<file path="config.mk">
export PLATFORM = sky130hd
export DESIGN_NAME = seven_seg_scanner
export DESIGN_NICKNAME = d
export VERILOG_FILES = /design/src/rtl/seven_seg_pkg.sv /design/src/rtl/hex_to_seven_seg.sv /design/src/rtl/seven_seg_scanner.sv
export SDC_FILE = /design/constraint.sdc
export NUM_CORES = 1
export LEC_CHECK = 0
export CAP_MARGIN = 10
export CORE_MARGIN = 3
export CORE_UTILIZATION = 37
export CTS_CLUSTER_SIZE = 16
export DETAILED_ROUTE_END_ITERATION = 7
export GPL_TIMING_DRIVEN = 0
export PLACE_DENSITY_LB_ADDON = 0.25
export SLEW_MARGIN = 0
export SYNTH_ARGS = -nofsm -noshare
export SYNTH_HDL_FRONTEND = slang
export SYNTH_SLANG_ARGS = --single-unit
</file>
<file path="constraint.sdc">
create_clock -name clock -period 3.1 [get_ports clock]
set_input_delay 0.93 -clock clock [delete_from_list [all_inputs] [get_ports clock]]
set_output_delay 0.93 -clock clock [all_outputs]
set_load 0.1 [all_outputs]
</file>
<file path="src/rtl/seven_seg_pkg.sv">
// Shared constants and types for the seven-segment scanner.
// Segment patterns are active-low, ordered {g,f,e,d,c,b,a}.
package seven_seg_pkg;

    typedef enum logic {
        DRIVE = 1'b0,
        BLANK = 1'b1
    } phase_t;

    localparam logic [6:0] SEG_OFF = 7'h7F;

    localparam logic [6:0] SEG_0 = 7'b1000000;
    localparam logic [6:0] SEG_1 = 7'b1111001;
    localparam logic [6:0] SEG_2 = 7'b0100100;
    localparam logic [6:0] SEG_3 = 7'b0110000;
    localparam logic [6:0] SEG_4 = 7'b0011001;
    localparam logic [6:0] SEG_5 = 7'b0010010;
    localparam logic [6:0] SEG_6 = 7'b0000010;
    localparam logic [6:0] SEG_7 = 7'b1111000;
    localparam logic [6:0] SEG_8 = 7'b0000000;
    localparam logic [6:0] SEG_9 = 7'b0010000;
    localparam logic [6:0] SEG_A = 7'b0001000;
    localparam logic [6:0] SEG_B = 7'b0000011;
    localparam logic [6:0] SEG_C = 7'b1000110;
    localparam logic [6:0] SEG_D = 7'b0100001;
    localparam logic [6:0] SEG_E = 7'b0000110;
    localparam logic [6:0] SEG_F = 7'b0001110;

    // Width needed to count up to the largest of three limits, at least 1.
    function automatic int cnt_width(int a, int b, int c);
        int m;
        int w;
        m = a;
        if (b > m) m = b;
        if (c > m) m = c;
        w = $clog2(m);
        return (w < 1) ? 1 : w;
    endfunction

endpackage

</file>
<file path="src/rtl/hex_to_seven_seg.sv">
// Hex nibble to active-low seven-segment pattern.
// Purely combinational, used on the selected digit.
module hex_to_seven_seg
    import seven_seg_pkg::*;
(
    input  logic [3:0] nibble,
    output logic [6:0] seg
);

    // Table lookup of the glyph for one nibble
    always_comb begin
        seg = SEG_OFF;
        unique case (nibble)
            4'h0: seg = SEG_0;
            4'h1: seg = SEG_1;
            4'h2: seg = SEG_2;
            4'h3: seg = SEG_3;
            4'h4: seg = SEG_4;
            4'h5: seg = SEG_5;
            4'h6: seg = SEG_6;
            4'h7: seg = SEG_7;
            4'h8: seg = SEG_8;
            4'h9: seg = SEG_9;
            4'hA: seg = SEG_A;
            4'hB: seg = SEG_B;
            4'hC: seg = SEG_C;
            4'hD: seg = SEG_D;
            4'hE: seg = SEG_E;
            4'hF: seg = SEG_F;
        endcase
    end

endmodule

</file>
<file path="src/rtl/seven_seg_scanner.sv">
// Multiplexed common-anode display scanner with per-frame snapshot,
// inter-digit blanking and leading-zero suppression.
module seven_seg_scanner #(
    parameter int NUM_DIGITS   = 4,
    parameter int DWELL_CYCLES = 3,
    parameter int BLANK_CYCLES = 1
) (
    input  logic                    clock,
    input  logic                    reset,
    input  logic [4*NUM_DIGITS-1:0] value,
    input  logic [NUM_DIGITS-1:0]   dp_in,
    input  logic [NUM_DIGITS-1:0]   digit_en,
    input  logic                    lz_suppress,
    output logic [NUM_DIGITS-1:0]   an,
    output logic [6:0]              seg,
    output logic                    dp,
    output logic                    frame_start
);

    import seven_seg_pkg::*;

    localparam int CW = cnt_width(NUM_DIGITS, DWELL_CYCLES, BLANK_CYCLES);
    localparam logic [CW-1:0] DW_LAST  = CW'(DWELL_CYCLES - 1);
    localparam logic [CW-1:0] BL_LAST  = CW'((BLANK_CYCLES > 0) ? BLANK_CYCLES - 1 : 0);
    localparam logic [CW-1:0] IDX_LAST = CW'(NUM_DIGITS - 1);

    phase_t          phase;
    logic [CW-1:0]   idx;
    logic [CW-1:0]   cnt;
    logic            run;

    logic [4*NUM_DIGITS-1:0] snap_val;
    logic [NUM_DIGITS-1:0]   snap_dp;
    logic [NUM_DIGITS-1:0]   snap_en;
    logic                    snap_lz;

    phase_t          nxt_phase;
    logic [CW-1:0]   nxt_idx;
    logic [CW-1:0]   nxt_cnt;
    logic [CW-1:0]   adv_idx;
    logic            frame_edge;

    logic [4*NUM_DIGITS-1:0] f_val;
    logic [NUM_DIGITS-1:0]   f_dp;
    logic [NUM_DIGITS-1:0]   f_en;
    logic                    f_lz;
    logic [NUM_DIGITS-1:0]   sup;
    logic [3:0]              nib;
    logic [6:0]              dec_seg;
    logic                    visible;

    assign adv_idx = (idx == IDX_LAST) ? '0 : idx + 1'b1;

    // Phase/dwell sequencing; the first edge out of reset starts digit 0
    always_comb begin
        nxt_phase = phase;
        nxt_idx   = idx;
        nxt_cnt   = cnt;
        unique case (1'b1)
            !run: begin
                nxt_phase = DRIVE;
                nxt_idx   = '0;
                nxt_cnt   = '0;
            end
            run && phase == DRIVE: begin
                if (cnt == DW_LAST) begin
                    nxt_cnt = '0;
                    if (BLANK_CYCLES == 0) nxt_idx = adv_idx;
                    else nxt_phase = BLANK;
                end else begin
                    nxt_cnt = cnt + 1'b1;
                end
            end
            run && phase == BLANK: begin
                if (cnt == BL_LAST) begin
                    nxt_cnt   = '0;
                    nxt_phase = DRIVE;
                    nxt_idx   = adv_idx;
                end else begin
                    nxt_cnt = cnt + 1'b1;
                end
            end
        endcase
    end

    assign frame_edge = (nxt_phase == DRIVE) && (nxt_idx == '0) && (nxt_cnt == '0);

    // On the frame edge the decode must already see the new snapshot
    assign f_val = frame_edge ? value       : snap_val;
    assign f_dp  = frame_edge ? dp_in       : snap_dp;
    assign f_en  = frame_edge ? digit_en    : snap_en;
    assign f_lz  = frame_edge ? lz_suppress : snap_lz;

    // A digit is a leading zero if it and every digit above it are zero
    always_comb begin
        logic all_zero;
        all_zero = 1'b1;
        sup      = '0;
        for (int i = NUM_DIGITS - 1; i >= 0; i--) begin
            all_zero = all_zero & (f_val[4*i +: 4] == 4'h0);
            sup[i]   = f_lz & all_zero & (i != 0);
        end
    end

    assign nib     = f_val[4*nxt_idx +: 4];
    assign visible = (nxt_phase == DRIVE) && f_en[nxt_idx] && !sup[nxt_idx];

    hex_to_seven_seg u_dec (
        .nibble (nib),
        .seg    (dec_seg)
    );

    // Scan state registers
    always_ff @(posedge clock or negedge reset) begin
        if (!reset) begin
            phase <= BLANK;
            idx   <= IDX_LAST;
            cnt   <= '0;
            run   <= 1'b0;
        end else begin
            phase <= nxt_phase;
            idx   <= nxt_idx;
            cnt   <= nxt_cnt;
            run   <= 1'b1;
        end
    end

    // Coherent per-frame capture of the display inputs
    always_ff @(posedge clock or negedge reset) begin
        if (!reset) begin
            snap_val <= '0;
            snap_dp  <= '0;
            snap_en  <= '0;
            snap_lz  <= 1'b0;
        end else if (frame_edge) begin
            snap_val <= value;
            snap_dp  <= dp_in;
            snap_en  <= digit_en;
            snap_lz  <= lz_suppress;
        end
    end

    // Registered display outputs for the upcoming cycle
    always_ff @(posedge clock or negedge reset) begin
        if (!reset) begin
            an          <= '1;
            seg         <= SEG_OFF;
            dp          <= 1'b1;
            frame_start <= 1'b0;
        end else begin
            frame_start <= frame_edge;
            if (visible) begin
                an  <= ~(NUM_DIGITS'(1) << nxt_idx);
                seg <= dec_seg;
                dp  <= ~f_dp[nxt_idx];
            end else begin
                an  <= '1;
                seg <= SEG_OFF;
                dp  <= 1'b1;
            end
        end
    end

endmodule
</file>
Word-level counts from Yosys, hierarchy flattened
Memories as Yosys holds them, arrays and structs flattened. Cells that the tools add are included.

Add/sub/neg operators: 2. $lt $le $gt $ge: 1. Eq/ne operators: 2. Shift operators: 2. Muxes and demuxes: 22. Bitwise operators: 9. Reductions and logical operators: 14.

Operator list (count): $mux 16 (1); $shiftx 16x5->4 (1); $logic_not 4->1 (3); $mux 4 (3); $mux 2 (4); $mux 1 (7); $mux 7 (1); $bmux 1 s2 (3); $logic_and 1x1->1 (6); $logic_not 2->1 (3); $pmux 2 s3 (1); $and 1x1->1 (5); $add 2x1->2 const B (2); $eq 2x2->1 const B (2); $not 4->4 (1); $pmux 2 s2 (1); $shl 1x2->4 const A (1); $lt 2x3->1 const B (1); $not 1->1 (3); $pmux 1 s3 (1); $logic_not 1->1 (2).

Flip-flop bits (word level): 44. Bits in read-only memories: 112. Input port bits: 27. Logic and storage cells: 65. Memories: 1.

Memory list: (no name shown) (words 16, bits a word 7, rd ports 1, clocked after memory_dff 0, wr ports 0, RTL line hex_to_seven_seg.sv:13) `unique case (nibble)`.

Longest topological paths before layout
Word-level depth: 17. Mapped depth: 13. Mapped depth without buffers: 12.

Cells and area by module
From an unflattened synthesis, not the netlist that was laid out.

Cells, all modules: 197. Area, all modules: 2386.0 sq um.

Modules (own cells, without submodules): seven_seg_scanner (times used 1, cells each 165, area an instance 2110.8 sq um, seq. area each 1119.8 sq um); hex_to_seven_seg (times used 1, cells each 32, area an instance 275.3 sq um, seq. area each 0.0 sq um).

Worst setup path after synthesis
Ideal clock, no wire load.

Path type: register to register. From: reg cnt[0]. To: reg seg[3]. Arrival time: 2782 ps. Required time: 3028 ps. Setup slack: 246 ps. Stages on the path, launching flop included: 13. Cells stage by stage: dfrtp_1 inv_1 ha_1 buf_4 and4bb_1 nor3_4 o21ai_0 a221oi_2 inv_1 ha_1 nor4_1 nor3_1 o21ai_1.

Cells in the longest elaborated chain, start to end: 16. Elaborated cells between the ends (all ways): 37. Classes of those cells: 1 x add/sub; 1 x eq/ne; 1 x shift; 16 x mux; 6 x bitwise; 11 x reduce/logical; 1 x memory.

Ends and longest elaborated chain: from (decl) (RTL line seven_seg_scanner.sv:29) `logic [CW-1:0] cnt;`; from (signal assigned) (RTL line seven_seg_scanner.sv:123) `cnt <= nxt_cnt;`; branches (longest 15 deep; another with $mem_v2 16x7); $mux 7 (*) (RTL line seven_seg_scanner.sv:152) `if (visible) begin`; to (signal assigned) (RTL line seven_seg_scanner.sv:154) `seg <= dec_seg;`; to (decl) (RTL line seven_seg_scanner.sv:15) `output logic [6:0] seg,`.

Mark *: on every way between the ends. The select of a mux whose other input is x is not followed.

Worst setup path in the final report
Ends and elaborated chain as after synthesis.

==> metrics.csv <==
metric,value,unit
outcome,completed,
Leak,1.397,nW
PortBufs,39,
DR DRC count,0,
share of the synthesized area in the top cell type,29.67,%
DP HPWL,4282,um
Synthesized Nets,295,
fin area,3226,um^2
largest family of logic cells by synthesized area,simple AND/OR/NAND/NOR gates,
Synth Area in Adders,5.627,%
Die ar.,7623,um^2
final hold violation count,0,
Cells after DPL,372,
"CTS clk-pin slew, worst paths",0.09,ns
starting density of the core,39.67,%
clock skew,0.006495,ns
Setup TNS Final,0,ns
DRT iter0 DRCs,133,
worst slew pin tran,0.9652,ns
# Max-Cap Violations,0,
VDD IR max,0.5769,mV
area of the core,6166,um^2
crit end category,flip-flop,
clk root buf,clkbuf_8,
crit-path max FO,10,
placed instance area,2953,um^2
global-route wire length before repair,9294,um
PD cells,691.0,nW/um^2
Critical Path RT,3.33,ns
"commonest non-fill, non-tap cell in the layout",nand2_1,
routed vias,2035,
CTS Buffer Depth,2,
antenna violations before repair,0,
synth top area cells,"dfrtp_1 (30%), dfstp_2 (16%), nand2_1 (11%)",
Worst Path Arrival,3.16,ns
"commonest non-fill, non-tap cells in the layout","nand2_1 (74), clkdlybuf4s50_1 (38), dfrtp_1 (29), dfstp_2 (15), inv_1 (11)",
shortest period the worst path allows,2.930,ns
Final ANT Viol Nets,0,
vias in the first global route,1947,
IO Pins,40,
Final Cycle Share,94.51,%
layout overhead on the synthesized area,31.87,%
post-synthesis compound-gate area fraction,17.14,%
WL final,5676,um
layout cells sized above 1,22.68,%
GP Congestion,0.8989,
# setup viols final,0,
non-filler instance count after layout,388,
Syn Std Cell Area,2446,um^2
die span in y,87.31,um
post-synthesis sequential area ratio,45.78,%
Relative slew margins,35.45,%
Filler cells,588,
CTS tree,built,
Final Slew Violations,0,
CP Launch Type,flip-flop,
Synth Flop Type,dfrtp_1,
Post-synth EDFFs,0,
Vias per Instance,5.245,
multiplexer share of the synthesized area,4.808,%
router iterations before antenna repair,5,
Yosys top cell by area,dfrtp_1,
RSZ-0062 raised after global routing,no,
Fmax,341.3,MHz
share of flip-flops with an asynchronous set or reset,100.0,%
Die Wd,87.31,um
# rows,28,
Total GRT Usage,15.50,%
cell count after synthesis,257,
critical path class,reg2reg,
clock latency on the worst-skew pair,0.30,ns
Post-Synth Simple-Gate Area,22.30,%
WL/cell,14.63,um
H-tree lvl count,2,
largest net degree at the start of global routing,27,
Nets,350,
TritonCTS buffer count,5,
xor/xnor share of the synthesized area,0,%
Synth Register Bits,44,
grt total ovfl,0,
post-synthesis cell type count,55,
Final Power,2.229,mW
Ant. Diodes,0,
Ys Warns,0,
clock sink count,44,
synthesized area per cell,9.518,um^2
Hold Path Class,reg2reg,
path summary, 6_finish.rpt:
check | startpoint | end | slack [ns] | depth (start not counted)
worst max-delay path | cnt[0] | seg[3] | 0.17 | 13
worst min-delay path | snap_dp[3] | snap_dp[3] | 0.48 | 2
worst max register to register | cnt[0] | seg[3] | 0.17 | 13
worst min register to register | snap_dp[3] | snap_dp[3] | 0.48 | 2
max in group asynchronous | reset | seg[3] | 1.96 | 2
min in group asynchronous | reset | snap_en[2] | 0.58 | 1
final cells by class:
| class | count | area, um^2 | share of cell area (%) |
|---|---|---|---|
| Timing Repair Buffer | 48 | 476.7 | 14.78 |
| Clock buffer | 5 | 68.82 | 2.133 |
| Clock inverter | 3 | 47.55 | 1.474 |
| Inverter | 16 | 60.06 | 1.862 |
| Tap cell | 75 | 93.84 | 2.909 |
| Sequential cell | 44 | 1120 | 34.72 |
| Multi-Input combinational cell | 189 | 1316 | 40.81 |
| Buffer | 8 | 42.54 | 1.319 |
registers in the layout, indices dropped and copies added, names as in the netlist:
signal	count
an	4
snap_val	16
frame_start	1
phase	1
snap_dp	4
idx	2
seg	7
snap_en	4
snap_lz	1
run	1
dp	1
cnt	2
power breakdown:
part / internal (mW) / switching, mW / leakage (nW)
Clock: 0.243 / 0.209 / 0.0583
Combinational: 0.334 / 0.655 / 0.832
Sequential: 0.722 / 0.0661 / 0.507
Total: 1.30 / 0.930 / 1.40
routing by layer:
| layer | wire length (um) | track usage [%] | up-vias |
|---|---|---|---|
| li1 | - | - | 1016 |
| met1 | 2754 | 22.31 | 975 |
| met2 | 2640 | 23.29 | 37 |
| met3 | 202 | 2.933 | 7 |
| met4 | 79 | 5.160 | 0 |
| met5 | 0 | 0 | - |
synth_stat cells (4+ instances only):
cell type	instances
inv_1	14
nor2_1	7
o221ai_1	4
nor4_1	6
dfstp_2	15
o211ai_1	4
a21oi_1	4
nand2_1	74
o21ai_0	10
dfrtp_1	29
ha_1	11
mux2i_1	8
nand3_1	4
repair_timing:
item                       CTS  global route
pin swaps                    2             3
hold buffers                 0             0
setup endpoints to repair    5             4
buffers inserted             3             5
gates resized for setup      0            23
metrics by stage:
step	hold slack, ns	setup WS (ns)	util [%]
6_report	0.4786	0.1702	52.31
2_1_floorplan	0.4305	0.2463	-
4_1_cts	0.4844	0.04101	50.14
3_3_place_gp	0.4549	-0.2123	47.52
3_5_place_dp	0.4634	-0.2540	47.89
5_1_grt	0.5115	0.003204	52.31
critical path, stage by stage (launching register included):
cell and delay (ns):
dfrtp_1 0.36, inv_1 0.08, ha_1 0.24, buf_4 0.18
and4bb_2 0.28, nor3_4 0.32, buf_4 0.18, o21ai_2 0.07
a221oi_4 0.31, inv_2 0.10, ha_4 0.26, nor4_2 0.25
nor3_1 0.07, o21ai_1 0.16
cells by family (layout without fill, tap and decap cells):
| kind of cell | Yosys count | in the layout |
|---|---|---|
| compound gates | 55 | 55 |
| flops | 44 | 44 |
| mux | 11 | 11 |
| buf+inv | 24 | 80 |
| fa+ha+maj | 11 | 11 |
| other cells | 1 | 1 |
| simple gates | 111 | 111 |
No activity file was read; power rests on OpenSTA's default activity.
